### src/rtl/wb_pkg.sv
// rtl/wb_pkg.sv - shared types and constants for the register-file writeback arbiter
package wb_pkg;

  localparam int REGIDX_W  = 5;
  localparam int WB_DATA_W = 32;

  typedef enum logic [0:0] {
    NORMAL     = 1'b0,
    FORCE_LOAD = 1'b1
  } wb_state_e;

  // One load-return queue entry at the default data width
  typedef struct packed {
    logic [REGIDX_W-1:0]  rd;
    logic [WB_DATA_W-1:0] data;
  } ldq_entry_t;

endpackage

### src/rtl/wb_load_queue.sv
// rtl/wb_load_queue.sv - circular FIFO buffering out-of-order load returns
module wb_load_queue
  import wb_pkg::*;
#(
  parameter int DEPTH = 4,
  parameter int WIDTH = 32
) (
  input  logic                     clk,
  input  logic                     reset,
  input  logic                     push,
  input  logic [REGIDX_W-1:0]      push_rd,
  input  logic [WIDTH-1:0]         push_data,
  input  logic                     pop,
  output logic                     full,
  output logic                     empty,
  output logic [$clog2(DEPTH):0]   count,
  output logic [REGIDX_W-1:0]      head_rd,
  output logic [WIDTH-1:0]         head_data
);

  localparam int PTR_W = $clog2(DEPTH);
  localparam int CNT_W = PTR_W + 1;

  logic [REGIDX_W-1:0] mem_rd   [DEPTH];
  logic [WIDTH-1:0]    mem_data [DEPTH];
  logic [PTR_W-1:0]    wr_ptr;
  logic [PTR_W-1:0]    rd_ptr;
  logic                do_push;
  logic                do_pop;

  assign full      = (count == CNT_W'(DEPTH));
  assign empty     = (count == '0);
  assign do_push   = push && !full;
  assign do_pop    = pop && !empty;
  assign head_rd   = mem_rd[rd_ptr];
  assign head_data = mem_data[rd_ptr];

  // Power-of-two depth lets the pointers wrap by plain overflow
  always_ff @(posedge clk) begin
    if (reset) begin
      wr_ptr <= '0;
      rd_ptr <= '0;
      count  <= '0;
    end else begin
      if (do_push) wr_ptr <= wr_ptr + 1'b1;
      if (do_pop)  rd_ptr <= rd_ptr + 1'b1;
      case ({do_push, do_pop})
        2'b10:   count <= count + 1'b1;
        2'b01:   count <= count - 1'b1;
        default: count <= count;
      endcase
    end
  end

  always_ff @(posedge clk) begin
    if (do_push) begin
      mem_rd[wr_ptr]   <= push_rd;
      mem_data[wr_ptr] <= push_data;
    end
  end

endmodule

### src/rtl/regfile_wb_arbiter.sv
// rtl/regfile_wb_arbiter.sv - ALU/load writeback arbiter with starvation guard
// Pending-load scoreboard and hazard_stall exist only when WB_SCOREBOARD_EN is defined.
module regfile_wb_arbiter
  import wb_pkg::*;
#(
  parameter int WIDTH        = 32,
  parameter int NUMREGS      = 32,
  parameter int LDQ_DEPTH    = 4,
  parameter int STARVE_LIMIT = 4
) (
  input  logic                        clk,
  input  logic                        reset,
  input  logic                        alu_valid,
  input  logic [REGIDX_W-1:0]         alu_rd,
  input  logic [WIDTH-1:0]            alu_result,
  output logic                        alu_stall,
  input  logic                        ld_valid,
  output logic                        ld_ready,
  input  logic [REGIDX_W-1:0]         ld_rd,
  input  logic [WIDTH-1:0]            ld_data,
  input  logic                        ld_issue_valid,
  input  logic [REGIDX_W-1:0]         ld_issue_rd,
  input  logic                        rs1_valid,
  input  logic                        rs2_valid,
  input  logic [REGIDX_W-1:0]         rs1,
  input  logic [REGIDX_W-1:0]         rs2,
  output logic                        hazard_stall,
  output logic                        rf_wr_en,
  output logic [REGIDX_W-1:0]         rf_rd,
  output logic [WIDTH-1:0]            rf_result,
  output logic [WIDTH-1:0]            rf_ld_data,
  output logic                        rf_is_load,
  output logic [$clog2(LDQ_DEPTH):0]  ldq_count
);

  localparam int SC_W = $clog2(STARVE_LIMIT + 1);

  wb_state_e                  state, state_next;
  logic [SC_W-1:0]            starve_cnt, starve_next;
  logic                       starve_inc;
  logic                       alu_grant, load_grant;
  logic                       q_push, q_full, q_empty;
  logic [$clog2(LDQ_DEPTH):0] q_count;
  logic [REGIDX_W-1:0]        q_head_rd;
  logic [WIDTH-1:0]           q_head_data;

  assign ld_ready = !reset && !q_full;
  // x0 returns are acknowledged but never written back
  assign q_push   = ld_valid && ld_ready && (ld_rd != '0);

  wb_load_queue #(
    .DEPTH (LDQ_DEPTH),
    .WIDTH (WIDTH)
  ) u_ldq (
    .clk       (clk),
    .reset     (reset),
    .push      (q_push),
    .push_rd   (ld_rd),
    .push_data (ld_data),
    .pop       (load_grant),
    .full      (q_full),
    .empty     (q_empty),
    .count     (q_count),
    .head_rd   (q_head_rd),
    .head_data (q_head_data)
  );

  always_ff @(posedge clk) begin
    if (reset) begin
      state      <= NORMAL;
      starve_cnt <= '0;
    end else begin
      state      <= state_next;
      starve_cnt <= starve_next;
    end
  end

  always_comb begin
    alu_grant   = 1'b0;
    load_grant  = 1'b0;
    state_next  = state;
    starve_next = starve_cnt;
    if (!reset) begin
      if (state == FORCE_LOAD && !q_empty) load_grant = 1'b1;
      else if (alu_valid)                  alu_grant  = 1'b1;
      else if (!q_empty)                   load_grant = 1'b1;
    end
    starve_inc = !q_empty && !load_grant;
    if (load_grant)      starve_next = '0;
    else if (starve_inc) starve_next = starve_cnt + 1'b1;
    case (state)
      NORMAL:
        if (starve_inc && starve_cnt == SC_W'(STARVE_LIMIT - 1)) state_next = FORCE_LOAD;
      FORCE_LOAD:
        if (load_grant || q_empty) state_next = NORMAL;
      default: state_next = NORMAL;
    endcase
  end

  assign alu_stall  = alu_valid && load_grant;
  assign rf_wr_en   = alu_grant || load_grant;
  assign rf_rd      = load_grant ? q_head_rd : alu_rd;
  assign rf_is_load = load_grant;
  assign rf_result  = alu_result;
  assign rf_ld_data = q_head_data;
  assign ldq_count  = reset ? '0 : q_count;

`ifdef WB_SCOREBOARD_EN
  logic [NUMREGS-1:0] pending, set_mask, clr_mask;

  always_comb begin
    set_mask = '0;
    clr_mask = '0;
    if (ld_issue_valid && ld_issue_rd != '0) set_mask[ld_issue_rd] = 1'b1;
    if (load_grant)                          clr_mask[q_head_rd]   = 1'b1;
  end

  // Re-issue to a register whose older load is retiring this cycle keeps it pending
  always_ff @(posedge clk) begin
    if (reset) pending <= '0;
    else       pending <= (pending & ~clr_mask) | set_mask;
  end

  assign hazard_stall = !reset && ((rs1_valid && pending[rs1]) ||
                                   (rs2_valid && pending[rs2]) ||
                                   (alu_valid && pending[alu_rd]));
`else
  logic unused_sb;
  assign unused_sb    = ^{ld_issue_valid, ld_issue_rd, rs1_valid, rs1, rs2_valid, rs2};
  assign hazard_stall = 1'b0;
`endif

endmodule

### config.mk
export PLATFORM = sky130hd
export DESIGN_NAME = regfile_wb_arbiter
export DESIGN_NICKNAME = d
export VERILOG_FILES = /design/src/rtl/wb_pkg.sv /design/src/rtl/wb_load_queue.sv /design/src/rtl/regfile_wb_arbiter.sv
export SDC_FILE = /design/constraint.sdc
export NUM_CORES = 1
export LEC_CHECK = 0
export CORE_UTILIZATION = 48
export DETAILED_ROUTE_END_ITERATION = 8
export PLACE_DENSITY = 0.8
export SETUP_SLACK_MARGIN = 0.3
export SYNTH_ARGS = -nofsm -noshare
export SYNTH_HDL_FRONTEND = slang
export SYNTH_SLANG_ARGS = --single-unit
### constraint.sdc
create_clock -name clk -period 3.1 [get_ports clk]
set_input_delay 0.62 -clock clk [delete_from_list [all_inputs] [get_ports clk]]
set_output_delay 0.62 -clock clk [all_outputs]
set_load 0.05 [all_outputs]
* Word-level counts from Yosys, hierarchy flattened
Memory sizes are Yosys's and may differ from the RTL's. A register that Yosys moved wholly into a read port is not among the register bits. Cells that the tools add are included.
Word-level totals: memories kept 2, memory bits (read-only) 0, bits in latches 0, bits in registers 11, bits in writable memories 148
Operators by class: divide/modulo/power cells 0, bitwise operators 1, equal/unequal tests 4, muxes and demuxes 19, shifts and indexed selects 0, magnitude comparators 0, $mul 0, reductions and logical operators 19, add/sub/neg operators 5
Memory list:
- u_ldq.mem_data | depth 4, width 32, read ports 1, clocked after Yosys merged registers in 1, wr ports 1, RTL line wb_load_queue.sv:25 | logic [WIDTH-1:0] mem_data [DEPTH];
- u_ldq.mem_rd | depth 4, width 5, read ports 1, clocked after Yosys merged registers in 1, wr ports 1, RTL line wb_load_queue.sv:24 | logic [REGIDX_W-1:0] mem_rd [DEPTH];
Operators by type and width (number):
- $mux W1 | 11
- $logic_and A1 B1 Y1 | 9
- $mux W2 | 4
- $add A3 B1 Y3 const B | 2
- $pmux W3 S2 | 1
- $mux W5 | 1
- $reduce_bool A5 Y1 | 1
- $add A2 B1 Y2 const B | 2
- $logic_not A1 Y1 | 4
- $eq A3 B2 Y1 const B | 1
- $eq A3 B3 Y1 const B | 1
- $logic_not A3 Y1 | 1
- $mux W3 | 1
- $sub A3 B1 Y3 const B | 1
- $eq A2 B1 Y1 const B | 1
- $eq A2 B2 Y1 const B | 1
- $logic_or A1 B1 Y1 | 2
- $pmux W1 S2 | 1
- $reduce_bool A2 Y1 | 1
- $reduce_or A2 Y1 | 1
- $not A1 Y1 | 1

* Logic depth before layout (Yosys ltp)
Gate-level depths: netlist of run 1.
word-level depth 10, gate-level depth with buffers 10, mapped depth without buffers 10

* Cells and area by module
Synthesis of run 1 repeated with hierarchy kept, for this count alone.
Unflattened totals: cells, all modules 320, area total of the unflattened synthesis 6470.0 um^2
Modules (own cells, without submodules):
- wb_load_queue | times used 1, seq. area each 4624.4 um^2, cells an instance 247, area an instance 5870.6 um^2
- regfile_wb_arbiter | times used 1, seq. area each 80.1 um^2, cells an instance 73, area an instance 599.3 um^2

* Worst setup path after synthesis of run 1
Ideal clock, no wire load.
path type input -> output, start input port reset, end output port rf_is_load, buffers on the path 1, setup slack 0.594 ns, stages on the path 2, required time 2.480 ns, arrival time 1.886 ns, cells stage by stage buf_2 nor3_1
Between the ends: cells in the longest elaborated chain, start to end 1
Ends and longest elaborated chain:
- from (decl) | RTL line regfile_wb_arbiter.sv:12 | input logic reset,
- $mux W1 | RTL line regfile_wb_arbiter.sv:83 | if (!reset) begin
- to (decl) | RTL line regfile_wb_arbiter.sv:32 | output logic rf_is_load,
Every way passes these cells.

==> flow_metrics.env, run 1 <==
export IMPL_finalPower_w=0.005571
export IMPL_setup_viol=0
export IMPL_slowest_delay_ns=0.71
export IMPL_path_class="reg -> out"
export IMPL_clk_latency_ns=0.42
export IMPL_nets=502
export IMPL_ant_nets=0
export IMPL_grt_first_pass_wirelength_mm=16.70
export IMPL_drt_total_wl_mm=10.82
export IMPL_crit_fanout=7
export IMPL_p_leak_nw=2.678
export IMPL_design_core_area_sq_um=12770
export IMPL_route_vias_total=3112
export IMPL_ir_worst_vdd_uv=418.8
export IMPL_place_area_sq_um=7281
export IMPL_met2_usage_pct=29.15
export IMPL_grt_overflow=0
export IMPL_die_w_microns=117.1
export IMPL_synth_edf_count=148
export IMPL_grt_max_degree=38
export IMPL_whs_ns=0.4890
export IMPL_routabilityCongestion=0.7108
export IMPL_fp_row_count=41
export IMPL_globalRouteMet3Util_pct=6.334
export IMPL_slew_headroom_pct=65.60
export IMPL_synth_flop_cell="edfxtp_1"
export IMPL_synth_area_top_cells="edfxtp_1 70%, mux4_2 13%, buf_4 4.4%"
export IMPL_vias_per_cell=5.338
export IMPL_die_area_sq_um=13710
export IMPL_synthesis_instances=317
export IMPL_dp_hpwl_mm=6.590
export IMPL_layout_min_cycle_time_ns=2.713
export IMPL_grt_busiest_layer="met2"
export IMPL_fmax_mhz=368.6
export IMPL_gr_usage_met1_pct=20.19
export IMPL_netlist_area_leader_share_pct=69.89
export IMPL_num_io_pins=173
export IMPL_hold_viol=0
export IMPL_maxCapViolCount=0
export IMPL_yosysWarnings=0
export IMPL_antenna_found_initial=0
export IMPL_tightest_slew_ns=0.5144
export IMPL_finalCritPeriodShare_pct=87.51
export IMPL_syn_cell_area_sq_um=6359
export IMPL_synth_largest_area_cell="edfxtp_1"
export IMPL_synth_common_cells="148 x edfxtp_1, 37 x buf_4, 37 x mux4_2"
export IMPL_layout_drive_gt1_share_pct=31.39
export IMPL_yosysMostFrequentCell="edfxtp_1"
export IMPL_port_buffers=89
export IMPL_drt_pass1_iterations=4
export IMPL_crit_path_end_kind="primary output"
export IMPL_syn_nets=421
export IMPL_slew_violations=0
export IMPL_cp_start_kind="flop"
export IMPL_area_growth_pct=25.38
export IMPL_numCtsBuffers=17
export IMPL_cp_required_ns=2.48
export IMPL_stdcell_area_sq_um=7973
export IMPL_setup_tns_ns=0
export IMPL_path_clk_slew_ns=0.06
export IMPL_status="complete, no violations"
export IMPL_seq_area_frac_synth_pct=73.99
export IMPL_synth_cell_types=29
export IMPL_crit_chain="mux4_2 > clkdlybuf4s50_1"
export IMPL_power_density_nw_per_um2=698.8
export IMPL_cp_data_arrival_time_ns=2.09
export IMPL_cts_sinks=161
export IMPL_dieHeight_microns=117.1
export IMPL_cts_root_buf="clkbuf_16"
export IMPL_fin_worst_skew_ns=0.01098
export IMPL_drt_initial_drc_count=222
export IMPL_ff2ff_setup_slack_ns=0.72
export IMPL_hold_path_class="reg -> reg"
export IMPL_cts_tree="built"
export IMPL_n_antenna_cell=0
export IMPL_wire_per_inst_microns=18.56
export IMPL_grt_pass1_vias=3228
export IMPL_cts_buffer_depth=2
export IMPL_h_tree_depth=4
export IMPL_syn_area_per_cell_sq_um=20.06
export IMPL_drc=0
export IMPL_synth_seq_cells=161
export IMPL_cp_slowest_cell="clkdlybuf4s50_1"
export IMPL_grt_usage_pct=17.50
export IMPL_start_util_pct=49.78
export IMPL_rsz0062_at_grt="no"
export IMPL_synthArstFlopShare_pct=0
-- metal layers --
metal | vias to the layer above | wire length [microns]
li1 | 1392 | -
met4 | 0 | 214
met5 | - | 0
met3 | 28 | 565
met2 | 114 | 5662
met1 | 1578 | 4379
-- layout by cell type, fill, tap and decap left out, types with 4 or more instances in the layout --
| master | count |
|---|---|
| edfxtp_1 | 148 |
| clkdlybuf4s50_1 | 49 |
| buf_4 | 38 |
| mux4_2 | 37 |
| clkbuf_16 | 17 |
| nor2_1 | 12 |
| dfxtp_1 | 11 |
| a21oi_1 | 9 |
| dlygate4sd2_1 | 9 |
| inv_1 | 7 |
| ha_1 | 7 |
| buf_12 | 7 |
| bufinv_16 | 6 |
| mux2_2 | 5 |
| nor3_1 | 4 |
| and3_2 | 4 |
| nand3_1 | 4 |
| clkinv_4 | 4 |
-- where the power goes --
group | leakage, nW | internal (W) | total (W) | switching [W]
clock network | 0.322 | 0.00150 | 0.00231 | 0.000801
logic | 0.906 | 0.000314 | 0.000776 | 0.000462
registers | 1.45 | 0.00245 | 0.00249 | 0.0000374
total | 2.68 | 0.00427 | 0.00557 | 0.00130
-- repair_timing --
action | 4_1_cts | 5_1_grt
setup endpoints to repair | 36 | 9
setup buffers | 2 | 0
pin swaps | 1 | 1
gates resized for setup | 14 | 2
hold buffers | 0 | 0
-- sequential cells by signal (all words and copies together) (netlist names), named ones only --
| name | flops |
|---|---|
| u_ldq.rd_ptr | 2 |
| starve_cnt | 3 |
| u_ldq.count | 3 |
| u_ldq.wr_ptr | 2 |
| u_ldq.mem_rd | 20 |
| u_ldq.mem_data | 128 |
| state | 1 |
-- worst max-delay path, delay by kind of cell (launching register included) --
kind	cells	cell delay, ns
buffers and inverters	1	0.71
muxes	1	0.52
DFF	1	0.43
-- logic make-up (layout without fill, tap and decap cells) --
group	Yosys count	after routing	synth area share, %
flops	161	161	73.99
fa+ha+maj	8	8	1.692
xor+xnor	3	3	0.4133
buf+inv	50	144	5.273
other cells	1	1	0.05898
compound gates	13	13	1.062
simple gates	39	39	3.522
mux	42	42	13.99
-- final timing paths --
kind / start / to / cells past startpoint
setup / recovery: flop / rf_ld_data[1] / 2
hold / removal: starve_cnt[1] / starve_cnt[1] / 2
hold reg to reg: starve_cnt[1] / starve_cnt[1] / 2
setup reg to reg: u_ldq.count[2] / u_ldq.count[2] / 10
-- per-stage QoR --
stage | instances | util [%] | worst slack [ns]
floorplan | 317 | - | 0.5941
global placement | 549 | 57.00 | 0.1833
detailed placement | 549 | 57.00 | 0.1267
CTS | 583 | 62.37 | 0.3221
global route | 583 | 62.42 | 0.3099
finish | 583 | 62.42 | 0.3873
-- cell type report --
cell class	count	area, sq um
sequential	161	4712
timing repair buffer	105	1022
multi-input combinational	106	1331
clock buffer	17	425.4
inverter	7	26.28
fill	902	4801
tap	172	215.2
clock inverter	15	240.2
No activity file was read; power rests on OpenSTA's default activity.
==> run 2, diff against run 1 <==
SLEW_MARGIN = 20   (was unset)
==> results of run 2 <==
Same layout as run 1: the final DEF is identical, and so are final timing and power.
==> run 3, diff against run 2 <==
HOLD_SLACK_MARGIN = 0.03   (was unset)
==> results of run 3 <==
Same layout as run 1: the final DEF is identical, and so are final timing and power.
